==> src/rtl/div8x4_seq.sv <==
// Sequential restoring divider: DW-bit dividend / VW-bit divisor, one quotient bit per clock.
// Optional macro DIV_ZERO_FAST_EN adds div_by_zero and a one-cycle divide-by-zero path.
module div8x4_seq #(
    parameter int DW = 8,
    parameter int VW = 4
) (
    input  logic          clk,
    input  logic          reset,
    input  logic          start,
    input  logic [DW-1:0] dataa,
    input  logic [VW-1:0] datab,
    output logic          busy,
    output logic          done,
    output logic [DW-1:0] quotient,
    output logic [VW-1:0] remainder
`ifdef DIV_ZERO_FAST_EN
    ,
    output logic          div_by_zero
`endif
);

    localparam int CW = $clog2(DW + 1);

    typedef enum logic {IDLE, RUN} state_t;

    state_t        state_q, state_d;
    logic [CW-1:0] cnt_q, cnt_d;
    logic [DW-1:0] dvd_q, dvd_d;   // dividend shifts out MSB-first, quotient bits shift in at LSB
    logic [VW-1:0] dvs_q, dvs_d;
    logic [VW:0]   pr_q, pr_d;
    logic          busy_q, busy_d;
    logic          done_q, done_d;
    logic [DW-1:0] quot_q, quot_d;
    logic [VW-1:0] rem_q, rem_d;

    logic [VW:0]   pr_shift;
    logic [VW:0]   pr_sub;
    logic [VW:0]   pr_next;
    logic          q_bit;
    logic          fast_zero;

`ifdef DIV_ZERO_FAST_EN
    logic dbz_q, dbz_d;
    assign fast_zero = (dvs_q == '0);
`else
    assign fast_zero = 1'b0;
`endif

    always_comb begin
        pr_shift = {pr_q[VW-1:0], dvd_q[DW-1]};
        pr_sub   = pr_shift - {1'b0, dvs_q};
        q_bit    = (pr_shift >= {1'b0, dvs_q});
        pr_next  = q_bit ? pr_sub : pr_shift;

        state_d = state_q;
        cnt_d   = cnt_q;
        dvd_d   = dvd_q;
        dvs_d   = dvs_q;
        pr_d    = pr_q;
        busy_d  = busy_q;
        done_d  = 1'b0;
        quot_d  = quot_q;
        rem_d   = rem_q;
`ifdef DIV_ZERO_FAST_EN
        dbz_d   = dbz_q;
`endif

        case (state_q)
            IDLE: begin
                if (start) begin
                    dvd_d   = dataa;
                    dvs_d   = datab;
                    pr_d    = '0;
                    cnt_d   = '0;
                    busy_d  = 1'b1;
                    state_d = RUN;
                end
            end
            RUN: begin
                if (fast_zero) begin
                    // dvd_q still holds the untouched dividend on the first RUN edge
                    state_d = IDLE;
                    busy_d  = 1'b0;
                    done_d  = 1'b1;
                    quot_d  = '1;
                    rem_d   = dvd_q[VW-1:0];
`ifdef DIV_ZERO_FAST_EN
                    dbz_d   = 1'b1;
`endif
                end else begin
                    pr_d  = pr_next;
                    dvd_d = {dvd_q[DW-2:0], q_bit};
                    cnt_d = cnt_q + CW'(1);
                    if (cnt_q == CW'(DW - 1)) begin
                        state_d = IDLE;
                        busy_d  = 1'b0;
                        done_d  = 1'b1;
                        quot_d  = {dvd_q[DW-2:0], q_bit};
                        rem_d   = pr_next[VW-1:0];
`ifdef DIV_ZERO_FAST_EN
                        dbz_d   = 1'b0;
`endif
                    end
                end
            end
            default: state_d = IDLE;
        endcase
    end

    always_ff @(posedge clk) begin
        if (reset) begin
            state_q <= IDLE;
            cnt_q   <= '0;
            dvd_q   <= '0;
            dvs_q   <= '0;
            pr_q    <= '0;
            busy_q  <= 1'b0;
            done_q  <= 1'b0;
            quot_q  <= '0;
            rem_q   <= '0;
`ifdef DIV_ZERO_FAST_EN
            dbz_q   <= 1'b0;
`endif
        end else begin
            state_q <= state_d;
            cnt_q   <= cnt_d;
            dvd_q   <= dvd_d;
            dvs_q   <= dvs_d;
            pr_q    <= pr_d;
            busy_q  <= busy_d;
            done_q  <= done_d;
            quot_q  <= quot_d;
            rem_q   <= rem_d;
`ifdef DIV_ZERO_FAST_EN
            dbz_q   <= dbz_d;
`endif
        end
    end

    assign busy      = busy_q;
    assign done      = done_q;
    assign quotient  = quot_q;
    assign remainder = rem_q;
`ifdef DIV_ZERO_FAST_EN
    assign div_by_zero = dbz_q;
`endif

endmodule

==> config.mk <==
export PLATFORM = sky130hd
export DESIGN_NAME = div8x4_seq
export DESIGN_NICKNAME = d
export VERILOG_FILES = /design/src/rtl/div8x4_seq.sv
export SDC_FILE = /design/constraint.sdc
export NUM_CORES = 1
export LEC_CHECK = 0
export CAP_MARGIN = 25
export CORE_UTILIZATION = 48
export DETAILED_ROUTE_END_ITERATION = 6
export MAX_ROUTING_LAYER = met4
export PLACE_DENSITY_LB_ADDON = 0.08
export SETUP_SLACK_MARGIN = 0.02
export SLEW_MARGIN = 20
export SYNTH_ARGS = -nofsm -noshare
export SYNTH_HDL_FRONTEND = slang
export SYNTH_SLANG_ARGS = --single-unit
==> constraint.sdc <==
create_clock -name clk -period 4.99 [get_ports clk]
set_input_delay 0.499 -clock clk [delete_from_list [all_inputs] [get_ports clk]]
set_output_delay 0.499 -clock clk [all_outputs]
set_load 0.1 [all_outputs]
Yosys cells after proc, flatten, opt, wreduce, memory -nomap -nowiden
Index checks and enable logic that the tools add are counted.
{"block": "op_classes", "add_sub_neg": 2, "order_cmp": 1, "n_eq_ne": 3, "muxes": 14, "bitwise": 1, "reduce_logical": 4}
{"operator": "4-bit one-hot mux with 2 select lines", "n": 2}
{"operator": "8-bit one-hot mux with 2 select lines", "n": 1}
{"operator": "4-bit 2-to-1 mux", "n": 3}
{"operator": "8-bit 2-to-1 mux", "n": 1}
{"operator": "2-bit AND reduction", "n": 3}
{"operator": "5-bit by 4-bit >= comparator with 1-bit output", "n": 1}
{"operator": "1-bit 2-to-1 mux", "n": 5}
{"operator": "4-bit by 1-bit adder with 4-bit output (second input constant)", "n": 1}
{"operator": "4-bit by 3-bit equality test with 1-bit output (second input constant)", "n": 1}
{"operator": "1-bit one-hot mux with 2 select lines", "n": 2}
{"operator": "4-bit subtractor", "n": 1}
{"operator": "2-bit by 1-bit inequality test with 1-bit output (second input constant)", "n": 1}
{"operator": "2-bit inequality test (second input constant)", "n": 1}
{"operator": "2-bit OR reduction", "n": 1}
{"operator": "1-bit NOT", "n": 1}
{"block": "word_totals", "ff_bits": 35, "in_bits": 15, "out_inout_bits": 14, "elab_cells": 34}

Logic depth before layout (Yosys ltp)
{"block": "depth", "depth_word": 3, "depth_mapped": 8, "ltp_nobuf": 8}

Worst setup path after synthesis
OpenSTA, ideal clock, no wires.
{"block": "synth_timing", "path_kind": "flip-flop to flip-flop", "startpoint": "reg dvs_q[2]", "endpoint": "reg pr_q[2]", "setup_ns": 0.117, "arrival_time_ns": 1.530, "required_time_ns": 4.873, "path_slack_ns": 3.343, "path_stages_with_launch": 7, "n_path_buf": 0, "synth_period_minus_slack_ns": 1.647, "cell_sequence": "dfxtp_1 -> inv_1 -> ha_1 -> o21a_1 -> a21boi_4 -> or3_1 -> a32o_1"}
{"block": "synth_via", "elab_chain_len": 3, "word_cells_on_any_way": 4, "classes_between": "1 x add/sub; 1 x order compare; 2 x mux"}
{"element": "start, declared", "line_no": "29", "source": "logic [VW-1:0] dvs_q, dvs_d;"}
{"element": "start signal, assigned", "line_no": "128", "source": "dvs_q <= dvs_d;"}
{"element": "4-bit subtractor or 5-bit by 4-bit >= comparator with 1-bit output (tied branches)", "line_no": "51, 52"}
{"element": "4-bit 2-to-1 mux (*)", "line_no": "53", "source": "pr_next = q_bit ? pr_sub : pr_shift;"}
{"element": "4-bit one-hot mux with 2 select lines (*)", "line_no": "68", "source": "case (state_q)"}
{"element": "end signal, assigned", "line_no": "129", "source": "pr_q <= pr_d;"}
{"element": "end, declared", "line_no": "30", "source": "logic [VW:0] pr_q, pr_d;"}
Every way passes the cells marked *; elsewhere a longest branch is shown, timed or not.
A chain may end at the register's enable or synchronous reset.

Worst setup path after layout
{"block": "layout_timing", "startpoint": "reg state_q", "endpoint": "reg rem_q[0], in the netlist remainder[0]"}
{"block": "layout_via", "elab_chain_len": 1}
{"element": "start, declared", "line_no": "26", "source": "state_t state_q, state_d;"}
{"element": "start signal, assigned", "line_no": "125", "source": "state_q <= state_d;"}
{"element": "2-bit AND reduction (no source line)"}
{"element": "end signal, assigned", "line_no": "133", "source": "rem_q <= rem_d;"}
{"element": "end, declared", "line_no": "34", "source": "logic [VW-1:0] rem_q, rem_d;"}
Every way passes these cells.

==> flow_summary.ini <==
[placement]
post_dp_cell_area_mm2 = 0.00190
gp_congestion = 0.813
dp_hpwl_mm = 2.33
portBuffers = 28
placed_cells = 251

[synthesis]
synth_top_area_share = 0.434
syn-num-nets = 212
synth_ff_type = dfxtp_1
syn_inst = 191
synth_area_leader_cell = dfxtp_1
synth.most_common_cell = dfxtp_1
ys_types = 36
ys_warn_count = 0
netlist_area_mm2 = 0.00161
synth_seq_area_share = 0.434
synthTopCellsByCount = dfxtp_1, nor2_1, a21oi_1, nand2_1, mux2i_1
avgSynthCellArea_um2 = 8.45
ys_ff_latch = 35
synth-async-reset-ratio = 0
synth_edf_count = 0
yosys-top-cells-area = dfxtp_1, nor2_1, a21oi_1

[worst_setup_path]
r2r_cells = 3
max_stage_delay_ns = 0.95
criticalPathCategory = reg2reg
cp_max_fo = 31
rrSetupSlack_ns = 2.52
r2r-end = remainder[0]
path_cells = nand4b_1 > or3_1 > o211ai_1
startpoint_type = register
critPathRequiredTime_ns = 5.25
cp-end-kind = register
crit_arrival_ns = 2.72
crit_start = state_q
slowest_stage = dfxtp_1
rr_startpoint = state_q

[cells_and_area]
design_area_mm2 = 0.00194
fillCellCount = 299
fin_cells = 257
nets = 235
area_growth_pct = 20.2
num_antenna_cells = 0
drive_gt1_frac = 0.0516

[sta]
fin_crit_sh = 0.494
drv_slew = 0
setup_viol = 0
clock_skew_ns = 0.00472
fin_setup_tns_ns = 0
fmax_mhz = 406
finalCriticalPeriod_ns = 2.47
max_slew_margin = 0.349
worst_pin_slew_ns = 0.973
rsz0062_at_grt = no
hold_violations = 0

[clocking]
clock_latency_ns = 0.33
cts_root_buf = clkbuf_4
cts_repair_resize_count = 0
postCtsHoldBufs = 0
cts_setup_buffers = 0
cts-buffers-inserted = 5
cts_sinks = 35
clockBufferDepth = 2
h-tree-depth = 2
cts_tree = yes
clk_pin_slew_ns = 0.09

[run]
cap_violations = 0

[worst_hold_path]
hold_class = reg2reg
min_from = quotient[2]
min_path_cells = 2
whs_endpoint = quotient[2]

[detailed_routing]
drt.antenna.violating_nets = 0
via_per_inst = 5.44
drc = 0
wire_per_inst_um = 12.9
drt_pre_antenna_iters = 4
vias = 1399
drt-total-wl_mm = 3.32
drtIter0Drc = 33

[die]
dieArea_mm2 = 0.00360
die_y_um = 60.0
core_area_mm2 = 0.00313
start_util = 0.516
fp.dieW_um = 60.0
io_pins = 29
core.rowCount = 20

[outcome]
run_status = finished clean

[pwr]
swShare = 0.299
power_frac_seq = 0.539
p_per_area_mw_per_mm2 = 291
p_sw_uw = 169
leakage_nw = 0.704
ir_worst_vdd_mv = 0.167
clkPwrFrac = 0.237
p_int_uw = 395
p_comb_frac = 0.224
power.total_uw = 564

[global_route]
grt_pass1_wl_mm = 5.41
antenna_found_initial = 0
grt_max_degree = 39
grt_use_total = 0.210
first_global_vias = 1265
gr-total-overflow = 0
[worst max-delay path by stage]
| stage | end | slack (ns) | cells after the start |
|---|---|---|---|
| 2_1_floorplan | pr_q[2] | 3.34 | 6 |
| 3_3_place_gp | dvs_q[0] | 2.67 | 4 |
| 3_5_place_dp | remainder[0] | 2.56 | 3 |
| 4_1_cts | remainder[0] | 2.54 | 3 |
| 5_1_grt | remainder[0] | 2.22 | 3 |
| 6_report | remainder[0] | 2.52 | 3 |
[placed cells by master (no fill, tap or decap), types with 3 or more instances in the layout]
cell type and count:
nor2_1 31, nand2_1 18, a21oi_1 23, mux2i_1 9, clkdlybuf4s50_1 28, ha_1 5, clkbuf_4 5, nand3_1 3
inv_1 6, nor3_1 5, o211ai_1 3, a211oi_1 4, o21ai_0 6, nand3b_1 3, nor2b_1 3, dfxtp_1 35
[flip-flops by register name, indices dropped and copies added, names as in the netlist]
| name | flops |
|---|---|
| remainder | 4 |
| state_q | 1 |
| done | 1 |
| pr_q | 4 |
| quotient | 8 |
| dvd_q | 8 |
| busy | 1 |
| cnt_q | 4 |
| dvs_q | 4 |
[per-stage QoR]
stage | utilization | hold WS [ns] | setup WS [ns]
CTS | 0.620 | 0.461 | 2.54
finish | 0.620 | 0.457 | 2.52
detailed placement | 0.607 | 0.447 | 2.56
global placement | 0.607 | 0.447 | 2.67
floorplan | - | 0.441 | 3.34
global route | 0.620 | 0.475 | 2.22
[power groups by stage]
stage	sequential [mW]	clock [mW]	combinational, mW
after global placement	0.310	0	0.122
after floorplan	0.309	0	0.0918
final	0.304	0.134	0.126
after global routing	0.306	0.148	0.139
after detailed placement	0.310	0	0.124
after CTS	0.304	0.139	0.125
[routing by layer]
layer | up-vias | GRT usage | part of all wire
met5 | - | - | 0
li1 | 710 | - | -
met2 | 27 | 0.349 | 0.47
met1 | 655 | 0.240 | 0.47
met3 | 7 | 0.0541 | 0.043
met4 | 0 | 0.0831 | 0.017
[cell type report]
type	instances	area [µm²]	area share
clock buffers	6	41.3	0.0213
inverters	6	22.5	0.0116
multi-input cells	137	832	0.429
flip-flops and latches	35	701	0.361
well taps	44	55.1	0.0284
repair buffers	29	288	0.148
[logic make-up after synthesis]
logic type	after synthesis	synth area share
fa+ha+maj	6	0.0512
xor+xnor	1	0.00543
compound gates	46	0.185
simple gates	75	0.218
mux	9	0.0558
flops	35	0.434
buf+inv	19	0.0504
[critical path: cells and delay by family, from the launching register on]
kind               cells  cell delay, ns
and+or+nand+nor        2            1.28
DFF                    1            0.95
AOI/OAI and AO/OA      1            0.15
No activity file was read; power rests on OpenSTA's default activity.
